### src/rtl/gps_signal_emulator.sv
// gps_signal_emulator
//   Synthetic GPS L1 C/A transmitter used as on-chip correlator stimulus.
//   A nav bit stream is spread by a C/A code (CHIP_DIV clocks per chip,
//   CODE_LEN chips per epoch, EPOCHS_PER_BIT epochs per nav bit). The result
//   is optionally mixed onto a square-wave IF carrier from a 32-bit NCO.
// Ports
//   CLK_16M      sample clock, rising edge
//   rst          synchronous active-high reset
//   enable       1 = transmit (RUN), 0 = idle
//   CACODE       code sequence, chip k = CACODE[k]
//   Phase        starting chip index, sampled on RUN entry (>= CODE_LEN -> 0)
//   nav_bit_in   nav data bit (1 inverts the code)
//   nav_valid    nav_bit_in valid
//   nav_ready    single-entry holding register empty
//   sig_out      registered 1-bit transmitted sample
//   chip_strobe  last clock of each chip
//   epoch_strobe last clock of chip CODE_LEN-1
//   bit_strobe   last clock of each nav bit
//   code_index   chip index currently transmitted
//   nav_underrun bit boundary reached with nothing pending
module gps_signal_emulator #(
  parameter int          CHIP_DIV       = 16,
  parameter int          CODE_LEN       = 1023,
  parameter int          EPOCHS_PER_BIT = 20,
  parameter logic [31:0] CARRIER_STEP   = 32'h0
) (
  input  logic                CLK_16M,
  input  logic                rst,
  input  logic                enable,
  input  logic [CODE_LEN-1:0] CACODE,
  input  logic [9:0]          Phase,
  input  logic                nav_bit_in,
  input  logic                nav_valid,
  output logic                nav_ready,
  output logic                sig_out,
  output logic                chip_strobe,
  output logic                epoch_strobe,
  output logic                bit_strobe,
  output logic [9:0]          code_index,
  output logic                nav_underrun
);
  localparam int DW = (CHIP_DIV > 1) ? $clog2(CHIP_DIV) : 1;
  localparam int EW = (EPOCHS_PER_BIT > 1) ? $clog2(EPOCHS_PER_BIT) : 1;
  localparam int IW = (CODE_LEN > 1) ? $clog2(CODE_LEN) : 1;

  typedef enum logic {IDLE, RUN} state_t;
  state_t state, state_nxt;

  logic [DW-1:0] div_cnt;
  logic [EW-1:0] epoch_cnt;
  logic [31:0]   acc;
  logic          cur_bit, pending, pending_full;
  logic          run, start, accept, code_bit, carrier;

  always_ff @(posedge CLK_16M) begin
    if (rst) state <= IDLE;
    else     state <= state_nxt;
  end

  always_comb begin
    state_nxt = state;
    case (state)
      IDLE:    if (enable)  state_nxt = RUN;
      RUN:     if (!enable) state_nxt = IDLE;
      default: state_nxt = IDLE;
    endcase
  end

  assign run          = (state == RUN);
  assign start        = (state == IDLE) && enable;
  assign nav_ready    = ~pending_full;
  assign accept       = nav_valid & nav_ready;
  assign chip_strobe  = run && (div_cnt == DW'(CHIP_DIV - 1));
  assign epoch_strobe = chip_strobe && (code_index == 10'(CODE_LEN - 1));
  assign bit_strobe   = epoch_strobe && (epoch_cnt == EW'(EPOCHS_PER_BIT - 1));
  // An accept in the boundary cycle is not visible yet: pending_full is
  // still low, so the boundary underruns and the new bit waits a full bit.
  assign nav_underrun = bit_strobe & ~pending_full;
  assign code_bit     = CACODE[code_index[IW-1:0]];
  assign carrier      = acc[31];

  always_ff @(posedge CLK_16M) begin
    if (rst) begin
      div_cnt      <= '0;
      epoch_cnt    <= '0;
      acc          <= '0;
      code_index   <= '0;
      cur_bit      <= 1'b0;
      pending      <= 1'b0;
      pending_full <= 1'b0;
      sig_out      <= 1'b0;
    end else begin
      // Holding register: fill and drain are exclusive (fill needs empty,
      // drain needs full), so a simple priority is enough.
      if (accept) begin
        pending      <= nav_bit_in;
        pending_full <= 1'b1;
      end else if ((start || bit_strobe) && pending_full) begin
        pending_full <= 1'b0;
      end

      if (start) begin
        code_index <= (int'(Phase) < CODE_LEN) ? Phase : 10'd0;
        div_cnt    <= '0;
        epoch_cnt  <= '0;
        acc        <= '0;
        cur_bit    <= pending_full ? pending : 1'b0;
      end else if (run) begin
        acc     <= acc + CARRIER_STEP;
        div_cnt <= chip_strobe ? '0 : div_cnt + 1'b1;
        if (chip_strobe)
          code_index <= (code_index == 10'(CODE_LEN - 1)) ? 10'd0 : code_index + 10'd1;
        if (epoch_strobe)
          epoch_cnt <= bit_strobe ? '0 : epoch_cnt + 1'b1;
        if (bit_strobe && pending_full)
          cur_bit <= pending;
      end

      sig_out <= run & (code_bit ^ cur_bit ^ carrier);
    end
  end
endmodule

### config.mk
export PLATFORM = sky130hd
export DESIGN_NAME = gps_signal_emulator
export DESIGN_NICKNAME = d
export VERILOG_FILES = /design/src/rtl/gps_signal_emulator.sv
export SDC_FILE = /design/constraint.sdc
export NUM_CORES = 1
export LEC_CHECK = 0
export CAP_MARGIN = 10
export CORE_AREA = 2 2 414 416
export DETAILED_ROUTE_END_ITERATION = 10
export DIE_AREA = 0 0 416 418
export DONT_BUFFER_PORTS = 1
export REMOVE_ABC_BUFFERS = 1
export SLEW_MARGIN = 20
export SYNTH_ARGS = -nofsm -noshare
export SYNTH_HDL_FRONTEND = slang
export SYNTH_SLANG_ARGS = --single-unit
### constraint.sdc
create_clock -name CLK_16M -period 2.97 [get_ports CLK_16M]
set_clock_uncertainty 0.1 [all_clocks]
set_input_delay 0.594 -clock CLK_16M [delete_from_list [all_inputs] [get_ports CLK_16M]]
set_output_delay 0.594 -clock CLK_16M [all_outputs]
set_load 0.01 [all_outputs]
==> flow_summary.json, run 1 <==
{
  "cpLargestDelayFamily": "compound AO/OA/AOI/OAI gates",
  "num_rows": 151,
  "crit_cells": 13,
  "path_cells": "buf_6 > buf_16 > buf_4 > mux4_2 > mux2_2 > a21oi_1 > buf_4 > o21ai_1 > a221oi_4 > buf_4 > o32ai_4 > a2111oi_4 > mux2i_1",
  "drv_slew": 0,
  "synth_area_um2": 9590,
  "drt-pass1-iter-count": 6,
  "drc_errors": 0,
  "worstSkewPairLatency_ns": 0.27,
  "coreArea_um2": 169000,
  "crit_arrival_ns": 3.62,
  "final-setup-viol-count": 2,
  "grt-ovfl-total": 0,
  "seqPwrFrac_pct": 11.4,
  "status": "finished, violations left",
  "endpoint": "sig_out$_SDFF_PP0_",
  "numCtsBuffers": 3,
  "final_util_pct": 8.86,
  "initial_core_util_pct": 5.67,
  "syn_avg_cell_area_um2": 11.7,
  "clock_path_buffers": 2,
  "layout-drive-gt1-share_pct": 58.1,
  "post-route-min-period_ns": 3.52,
  "internal-power_mw": 1.88,
  "vias": 11200,
  "seq_area_frac_synth_pct": 5.01,
  "powerDensity_nw_per_um2": 216,
  "crit-reg2reg-launch": "code_index[0]$_SDFFE_PP0P_",
  "yosysWarnings": 0,
  "max-cap-violations": 0,
  "path_class": "register to register",
  "die_h_um": 418,
  "whs_ns": 0.303,
  "crit_start": "code_index[0]$_SDFFE_PP0P_",
  "crit_path_end_kind": "register",
  "crit_required_ns": 3.07,
  "setup_ws_ns": -0.554,
  "syn-instance-count": 823,
  "timing.final.crit_share_pct": 119,
  "drt-vias-per-instance": 3.42,
  "tightest_slew_ns": 0.764,
  "critPathLaunchType": "register",
  "finalSetupTns_ns": -0.669,
  "hold_violations": 0,
  "netlist.area_leader.share_pct": 61.0,
  "slew_headroom_pct": 48.6,
  "grt_max_degree": 33,
  "synth.area.top_cells": "mux4_2 (61%), dfxtp_1 (5.0%), mux2i_1 (4.0%), a22oi_1 (3.2%), nand2_1 (2.7%)",
  "cp_max_fo": 5,
  "gp_congestion": 1.39,
  "cts_root_buf": "clkbuf_16",
  "worst-path-buf-inv": 5,
  "vdd_drop_max_v": 0.000154,
  "instances_no_fill": 3275,
  "dp_cells": 3134,
  "synth-seq-cells": 24,
  "violations": "negative setup slack",
  "p_sw_mw": 1.37,
  "cts_sinks": 24,
  "die_w_um": 416,
  "track_usage_pct": 11.9,
  "drtIter0Drc": 1282,
  "ant_nets": 0,
  "p_leak_nw": 4.13,
  "critical_path.slowest_cell": "mux4_2",
  "rsz0062_at_grt": "true",
  "yosysTopAreaCell": "mux4_2",
  "routed_wl_um": 111000,
  "holdCritPathClass": "primary input to register",
  "area_delta_synth_final_pct": 56.2,
  "grt_pass1_wl_um": 132000,
  "power_frac_clock_pct": 11.4,
  "dp_hpwl_um": 97100,
  "portBuffers": 0,
  "max_freq_mhz": 284,
  "tritoncts": "built",
  "path_clk_slew_ns": 0.07,
  "ys.flop_type": "dfxtp_1",
  "reg2reg_slack_ns": -0.55,
  "wl_per_cell_um": 34.0,
  "antenna_found_initial": 123,
  "grt_pass1_vias": 10900,
  "ys_types": 58,
  "critPathMostFrequentCell": "buf_4",
  "r2r_end": "sig_out$_SDFF_PP0_",
  "dp_slack_ns": -1.31,
  "synth_edf_count": 0,
  "pin_count": 1054,
  "cts_hold_buffers": 0,
  "nets": 2005,
  "h-tree-depth": 1,
  "die_area_um2": 174000,
  "power_switching_share_pct": 42.1,
  "ff2ff_path_depth": 13,
  "critical_path.max_stage_delay_ns": 0.49,
  "p_comb_share_pct": 77.3,
  "async_reset_ff_share_pct": 0
}
## worst reg2reg max path, stage by stage, from the launching register on
cell       delay (ns)
dfxtp_4          0.39
buf_6            0.13
buf_16           0.15
buf_4            0.18
mux4_2           0.49
mux2_2           0.29
a21oi_1          0.18
buf_4            0.13
o21ai_1          0.10
a221oi_4         0.45
buf_4            0.20
o32ai_4          0.10
a2111oi_4        0.35
mux2i_1          0.22
## routing by layer
metal	track usage [%]	share of wire, %
met3	5.19	11
met4	2.82	3.8
met2	20.0	47
met1	13.9	38
met5	1.17	0.45
## registers in the layout (all words and copies together), names as in the netlist
register	count
code_index	10
epoch_cnt	5
div_cnt	4
cur_bit	1
pending	1
pending_full	1
run	1
sig_out	1
## how the worst min path moves through the flow
stage                                    from                          to  slack (ns)  depth (start not counted)
finish                                    rst  code_index[3]$_SDFFE_PP0P_        0.30                          1
global route                              rst  code_index[5]$_SDFFE_PP0P_        0.29                          1
CTS                                       rst  code_index[5]$_SDFFE_PP0P_        0.29                          1
detailed placement       pending$_SDFFE_PP0P_        pending$_SDFFE_PP0P_        0.37                          2
global placement    epoch_cnt[1]$_SDFFE_PP0P_   epoch_cnt[1]$_SDFFE_PP0P_        0.37                          2
floorplan                pending$_SDFFE_PP0P_        pending$_SDFFE_PP0P_        0.34                          2
## cell usage in the layout (no fill, tap or decap), types with 11 or more instances in the layout
master	synthesis	routed
mux4_2	260	260
buf_4	14	181
diode_2	0	95
nand2_1	69	65
a22oi_1	41	39
a21oi_1	37	36
buf_12	0	36
nor2_1	38	35
mux2i_1	38	35
o21ai_0	24	22
nand3_1	21	19
dfxtp_1	24	17
nand4_1	14	14
a211oi_1	15	14
nor3_1	13	12
nand2b_1	11	11
## timing repair
item / 4_1_cts / 5_1_grt
pin swaps: 12 / 12
setup endpoints to repair: 4 / 4
buffers inserted: 28 / 10
cloned: 5 / 0
resized for setup: 48 / 20
## metrics by stage
stage	power, mW	cell area [um^2]
6_report	3.24	15000
5_1_grt	3.43	14900
4_1_cts	3.29	14600
2_1_floorplan	2.06	9080
3_3_place_gp	2.69	13800
3_5_place_dp	2.70	13800
## power groups by stage
stage / Sequential [mW] / Combinational [mW] / Clock, mW
final: 0.368 / 2.51 / 0.369
after global routing: 0.372 / 2.67 / 0.397
after CTS: 0.371 / 2.54 / 0.382
after detailed placement: 0.387 / 2.31 / 0
after global placement: 0.388 / 2.31 / 0
after floorplan: 0.570 / 1.49 / 0
## kinds of logic after synthesis
family	synth area share, %
multiplexers	66.2
AND/OR/NAND/NOR	9.46
AO/OA/AOI/OAI	12.6
buffers and inverters	5.79
flip-flops	5.01
XOR/XNOR	0.456
adder cells (fa/ha/maj)	0.522
## synth_stat cells (7+ instances only)
| cell type | count |
|---|---|
| clkbuf_1 | 41 |
| nand2_1 | 69 |
| nor2b_1 | 8 |
| nand3_1 | 21 |
| nand2b_1 | 11 |
| o22ai_1 | 7 |
| a22oi_1 | 41 |
| buf_2 | 30 |
| inv_1 | 9 |
| nor2_1 | 38 |
| nand4_1 | 14 |
| buf_1 | 12 |
| mux2i_1 | 38 |
| dfxtp_1 | 24 |
| buf_4 | 14 |
| a21oi_1 | 37 |
| mux2_2 | 10 |
| nor3_1 | 13 |
| a211oi_1 | 15 |
| o21ai_0 | 24 |
| mux4_2 | 260 |
## final cells by class
type                            count  area, um^2
Sequential cell                    24         504
Fill cell                       19400      154000
Clock buffer                        4         100
Timing Repair Buffer              237        2500
Inverter                           12        50.0
Antenna cell                       95         238
Tap cell                         2218        2780
Multi-Input combinational cell    685        8820
Power figures use the tool's default switching activity.
==> run 2: changes to the inputs <==
Settings changed: CELL_PAD_IN_SITES_DETAIL_PLACEMENT from default to 0, CELL_PAD_IN_SITES_GLOBAL_PLACEMENT from default to 1, PLACE_DENSITY_LB_ADDON from default to 0.1.
==> run 2 against run 1 <==
- the flow still finishes with violations (negative setup slack)
- first-iteration DRC count down 50%
- sequential cell count unchanged
- non-clock buffer count up 27
- sequential share of layout area down 0.090 points
- critical path type unchanged
- critical endpoint unchanged
- largest cell class unchanged
- largest power group unchanged
- highest routed layer unchanged
==> flow_summary.json, run 2 (synthesis gave the netlist of run 1 again) <==
{
  "status": "finished, violations left",
  "violations": "negative setup slack",
  "grt_pass1_vias": 11100,
  "numCtsBuffers": 3,
  "h-tree-depth": 1,
  "critPathLaunchType": "register",
  "grt-ovfl-total": 0,
  "track_usage_pct": 11.5,
  "area_delta_synth_final_pct": 60.5,
  "worst-path-buf-inv": 5,
  "whs_ns": 0.235,
  "final-setup-viol-count": 3,
  "crit_required_ns": 3.13,
  "setup_ws_ns": -0.537,
  "drc_errors": 0,
  "cts_root_buf": "clkbuf_16",
  "clock_path_buffers": 2,
  "worstSkewPairLatency_ns": 0.32,
  "ant_nets": 0,
  "drt-pass1-iter-count": 5,
  "final_cell_mix": "mux4_2 (260), buf_4 (195), nand2_1 (68)",
  "timing.final.crit_share_pct": 118,
  "slew_headroom_pct": 27.8,
  "drtIter0Drc": 642,
  "layout_commonest_cell": "mux4_2",
  "cp_max_fo": 8,
  "dp_slack_ns": -1.13,
  "dp_cells": 3155,
  "power_mw": 3.45,
  "nets": 2032,
  "pin_count": 1054,
  "largest_reg_flops": 10,
  "num_rows": 151,
  "top_register": "code_index",
  "max-cap-violations": 0,
  "grt_pass1_wl_um": 130000,
  "gp_congestion": 0.962,
  "drv_slew": 0,
  "instances_no_fill": 3253,
  "antenna_found_initial": 72,
  "path_cells": "buf_6 > buf_16 > buf_16 > buf_12 > buf_6 > mux4_2 > mux4_2 > a211oi_4 > o32ai_4 > a2111oi_4 > mux2i_1",
  "postLayoutCellArea_um2": 15400,
  "crit_path_end_kind": "register",
  "coreArea_um2": 169000,
  "wl_per_cell_um": 32.5,
  "critical_path.max_stage_delay_ns": 0.56,
  "crit_arrival_ns": 3.66,
  "layout-drive-gt1-share_pct": 61.4,
  "vdd_drop_max_v": 0.000237,
  "max_freq_mhz": 285,
  "initial_core_util_pct": 5.67,
  "drt-vias-per-instance": 3.11,
  "final_util_pct": 9.10,
  "powerDensity_nw_per_um2": 224,
  "dp_hpwl_um": 94100,
  "finalSetupTns_ns": -0.697,
  "holdCritPathClass": "primary input to register",
  "vias": 10100,
  "critical_path.slowest_cell": "mux4_2",
  "place_area_um2": 14000,
  "tightest_slew_ns": 1.08,
  "portBuffers": 0,
  "cts_sinks": 24,
  "routed_wl_um": 106000,
  "p_leak_nw": 4.34,
  "cpLargestDelayFamily": "multiplexers",
  "die_w_um": 416,
  "post-route-min-period_ns": 3.51,
  "path_clk_slew_ns": 0.11,
  "hold_violations": 0,
  "die_h_um": 418,
  "die_area_um2": 174000,
  "path_class": "register to register",
  "tritoncts": "built",
  "rsz0062_at_grt": "true",
  "grt_max_degree": 32,
  "reg_top3": "code_index (10), epoch_cnt (5), div_cnt (4)"
}
## run 2: area by class of cell
class                      instances  area (um^2)
tap                             2218         2780
sequential                        24          504
fill                           19500       154000
clock buffer                       4          100
multi-input combinational        685         9010
timing repair buffer             264         2840
inverter                          12         50.0
antenna                           46          115
## run 2: final timing paths
check | start | end | slack (ns) | depth (start not counted)
max reg2reg | code_index[0]$_SDFFE_PP0P_ | sig_out$_SDFF_PP0_ | -0.54 | 11
min | rst | code_index[6]$_SDFFE_PP0P_ | 0.24 | 1
max | code_index[0]$_SDFFE_PP0P_ | sig_out$_SDFF_PP0_ | -0.54 | 11
min reg2reg | epoch_cnt[1]$_SDFFE_PP0P_ | epoch_cnt[1]$_SDFFE_PP0P_ | 0.39 | 2
## run 2: worst reg2reg max path, cell delays in order (launching register included)
cell and delay [ns]:
dfxtp_4 0.40, buf_6 0.11, buf_16 0.16, buf_16 0.17, buf_12 0.14, buf_6 0.10, mux4_2 0.53, mux4_2 0.56
a211oi_4 0.39, o32ai_4 0.16, a2111oi_4 0.40, mux2i_1 0.21
## run 2: what timing repair did
| item | in CTS | in global routing |
|---|---|---|
| hold buffers | 0 | 0 |
| setup buffers | 22 | 23 |
| setup endpoints to repair | 8 | 9 |
| pin swaps | 15 | 9 |
| gates cloned | 7 | 1 |
| gates resized for setup | 82 | 33 |
## run 2: layer usage
metal | routed length (um) | up-vias | global-route usage, %
li1 | - | 4003 | -
met1 | 43200 | 5313 | 13.9
met2 | 54000 | 656 | 20.5
met3 | 6470 | 106 | 3.04
met4 | 1850 | 38 | 1.69
met5 | 260 | - | 0
## run 2: where the power goes
part	switching [mW]	total [mW]	internal, mW
sequential	0.0245	0.358	0.333
clock	0.208	0.446	0.238
combinational	1.25	2.65	1.40
==> run 3: changes to the inputs <==
Settings changed: ABC_AREA from default to 1, CORE_AREA 2 2 414 416 to 2 2 408 410, DIE_AREA 0 0 416 418 to 0 0 410 412, SLEW_MARGIN 20 to default.
==> run 3 against run 2 <==
- the flow now finishes without violations
- core utilization grew 1.4 points
- via count up 76%
- total power rose by 21%
- synthesized cell count grew to 3.3 times the previous value
- critical path depth up 6
- first-iteration DRC count grew 54%
- sequential cell count stayed put
- clock power shrank 13%
- sequential power grew 3%
==> flow_summary.json, run 3 <==
{
  "holdCritPathClass": "primary input to register",
  "status": "complete, no violations",
  "critical_path.max_stage_delay_ns": 0.43,
  "area_delta_synth_final_pct": 43.8,
  "coreArea_um2": 164000,
  "critPathMostFrequentCell": "nand3_1",
  "portBuffers": 0,
  "synth_most_common_cell": "nand2_1",
  "drt-vias-per-instance": 3.60,
  "tightest_slew_ns": 0.592,
  "synth-seq-cells": 24,
  "wl_per_cell_um": 26.8,
  "dp_cells": 4883,
  "largest_reg_flops": 10,
  "dp_hpwl_um": 106000,
  "hold_violations": 0,
  "powerDensity_nw_per_um2": 243,
  "p_leak_nw": 7.42,
  "whs_ns": 0.284,
  "path_class": "register to register",
  "h-tree-depth": 1,
  "critPathLaunchType": "register",
  "layout-drive-gt1-share_pct": 12.1,
  "num_rows": 149,
  "die_w_um": 410,
  "max-cap-violations": 0,
  "grt_pass1_wl_um": 168000,
  "power_mw": 4.18,
  "crit_start": "code_index[0]$_SDFFE_PP0P_",
  "critical_path.slowest_cell": "dfxtp_4",
  "yosysWarnings": 0,
  "drv_slew": 0,
  "slew_headroom_pct": 60.1,
  "max_freq_mhz": 352,
  "path_cells": "buf_12 > buf_4 > o21ai_0 > buf_4 > o22ai_1 > buf_4 > nand2_1 > nand3_1 > nand3_1 > nand3_1 > buf_6 > nand2_1 > nand3_1 > nand3_4 > nand3_1 > nand2_1 > nor2_1",
  "crit-reg2reg-launch": "code_index[0]$_SDFFE_PP0P_",
  "final_cell_mix": "nand2_1 (952), nor2_1 (571), nand3_1 (242)",
  "rsz0062_at_grt": "true",
  "grt_pass1_vias": 18900,
  "tritoncts": "built",
  "gp_congestion": 0.828,
  "drt-pass1-iter-count": 5,
  "synth_edf_count": 0,
  "top_register": "code_index",
  "hold_start": "rst",
  "worstSkewPairLatency_ns": 0.28,
  "die_h_um": 412,
  "pin_count": 1054,
  "crit_path_end_kind": "register",
  "initial_core_util_pct": 7.29,
  "timing.final.crit_share_pct": 95.5,
  "antenna_found_initial": 42,
  "final-setup-viol-count": 0,
  "clock_path_buffers": 2,
  "track_usage_pct": 14.5,
  "routed_wl_um": 133000,
  "path_clk_slew_ns": 0.08,
  "async_reset_ff_share_pct": 0,
  "vias": 17800,
  "ant_nets": 0,
  "cp_max_fo": 6,
  "crit_arrival_ns": 2.91,
  "drtIter0Drc": 987,
  "layout_commonest_cell": "nand2_1",
  "post-route-min-period_ns": 2.84,
  "numCtsBuffers": 3,
  "grt_max_degree": 52,
  "seq_area_frac_synth_pct": 4.01,
  "die_area_um2": 169000,
  "nets": 3791,
  "reg_top3": "code_index (10), epoch_cnt (5), div_cnt (4)",
  "synth.area.top_cells": "nand2_1 (30%), nor2_1 (18%), nand3_1 (11%), o21ai_0 (6.8%), inv_1 (5.7%)",
  "crit_required_ns": 3.04,
  "cts_root_buf": "clkbuf_16",
  "syn-instance-count": 2700,
  "ys.flop_type": "dfxtp_1",
  "vdd_drop_max_v": 0.000200,
  "yosysTopAreaCell": "nand2_1",
  "cts_sinks": 24,
  "ys_types": 32,
  "netlist.area_leader.share_pct": 30.3,
  "netlist_top_cells_count": "nand2_1 (966), nor2_1 (582), nand3_1 (270)",
  "syn_avg_cell_area_um2": 4.43,
  "instances_no_fill": 4960,
  "grt-ovfl-total": 0,
  "synth_area_um2": 12000,
  "drc_errors": 0
}
## run 3: path summary, 6_finish.rpt
| check | slack, ns | depth (start not counted) | to |
|---|---|---|---|
| hold / removal | 0.28 | 1 | pending$_SDFFE_PP0P_ |
| hold reg to reg | 0.37 | 2 | pending$_SDFFE_PP0P_ |
| setup reg to reg | 0.13 | 17 | sig_out$_SDFF_PP0_ |
| setup / recovery | 0.13 | 17 | sig_out$_SDFF_PP0_ |
## run 3: repair_timing
item                       4_1_cts  5_1_grt
cloned                           5        8
setup endpoints to repair        3        3
pin swaps                        2       16
setup buffers                   13       25
hold buffers                     0        0
resized for setup               42       82
## run 3: cell type report
class | count | area (um^2)
fillers | 19800 | 147000
flip-flops and latches | 24 | 498
repair buffers | 249 | 3040
clock buffers | 4 | 100
well taps | 2189 | 2740
inverters | 187 | 763
diodes | 23 | 57.6
multi-input cells | 2284 | 10000
## run 3: cell families (layout without fill, tap and decap cells)
kind of cell             Yosys count  in the layout  synth area share [%]
adder cells (fa/ha/maj)            4              4                 0.418
buffers and inverters            392            440                  14.8
XOR/XNOR                           5              5                 0.366
flip-flops                        24             24                  4.01
AND/OR/NAND/NOR                 1913           1913                  64.8
other                              0             23                     0
AO/OA/AOI/OAI                    362            362                  15.6
## run 3: report_power, final
group / leakage, nW / internal, mW / switching [mW] / total [mW]
Combinational: 7.17 / 1.20 / 2.22 / 3.42
Sequential: 0.200 / 0.336 / 0.0305 / 0.367
Clock: 0.0494 / 0.236 / 0.152 / 0.387
## run 3: worst max-delay path, delay by kind of cell (launching register included)
family          cells  cell delay [ns]
simple gates       10             0.82
buf+inv             5             0.88
flops               1             0.43
compound gates      2             0.49
## run 3: per-layer routing
layer / part of all wire [%] / global-route usage [%]
met1: 42 / 17.6
met3: 6.3 / 3.67
met2: 50 / 25.9
met4: 1.4 / 2.33
met5: 0.12 / 0.537
## run 3: metrics by stage
stage                     area, um^2  worst slack, ns   TNS, ns  util [%]
after global placement         15800           -0.502    -0.502      9.63
after floorplan                10900           -14.34   -299.49         -
after CTS                      16400         -0.00231  -0.00231      9.96
after detailed placement       15800           -0.426    -0.426      9.63
after global routing           17200          -0.0251   -0.0487      10.5
final                          17200            0.133         0      10.5
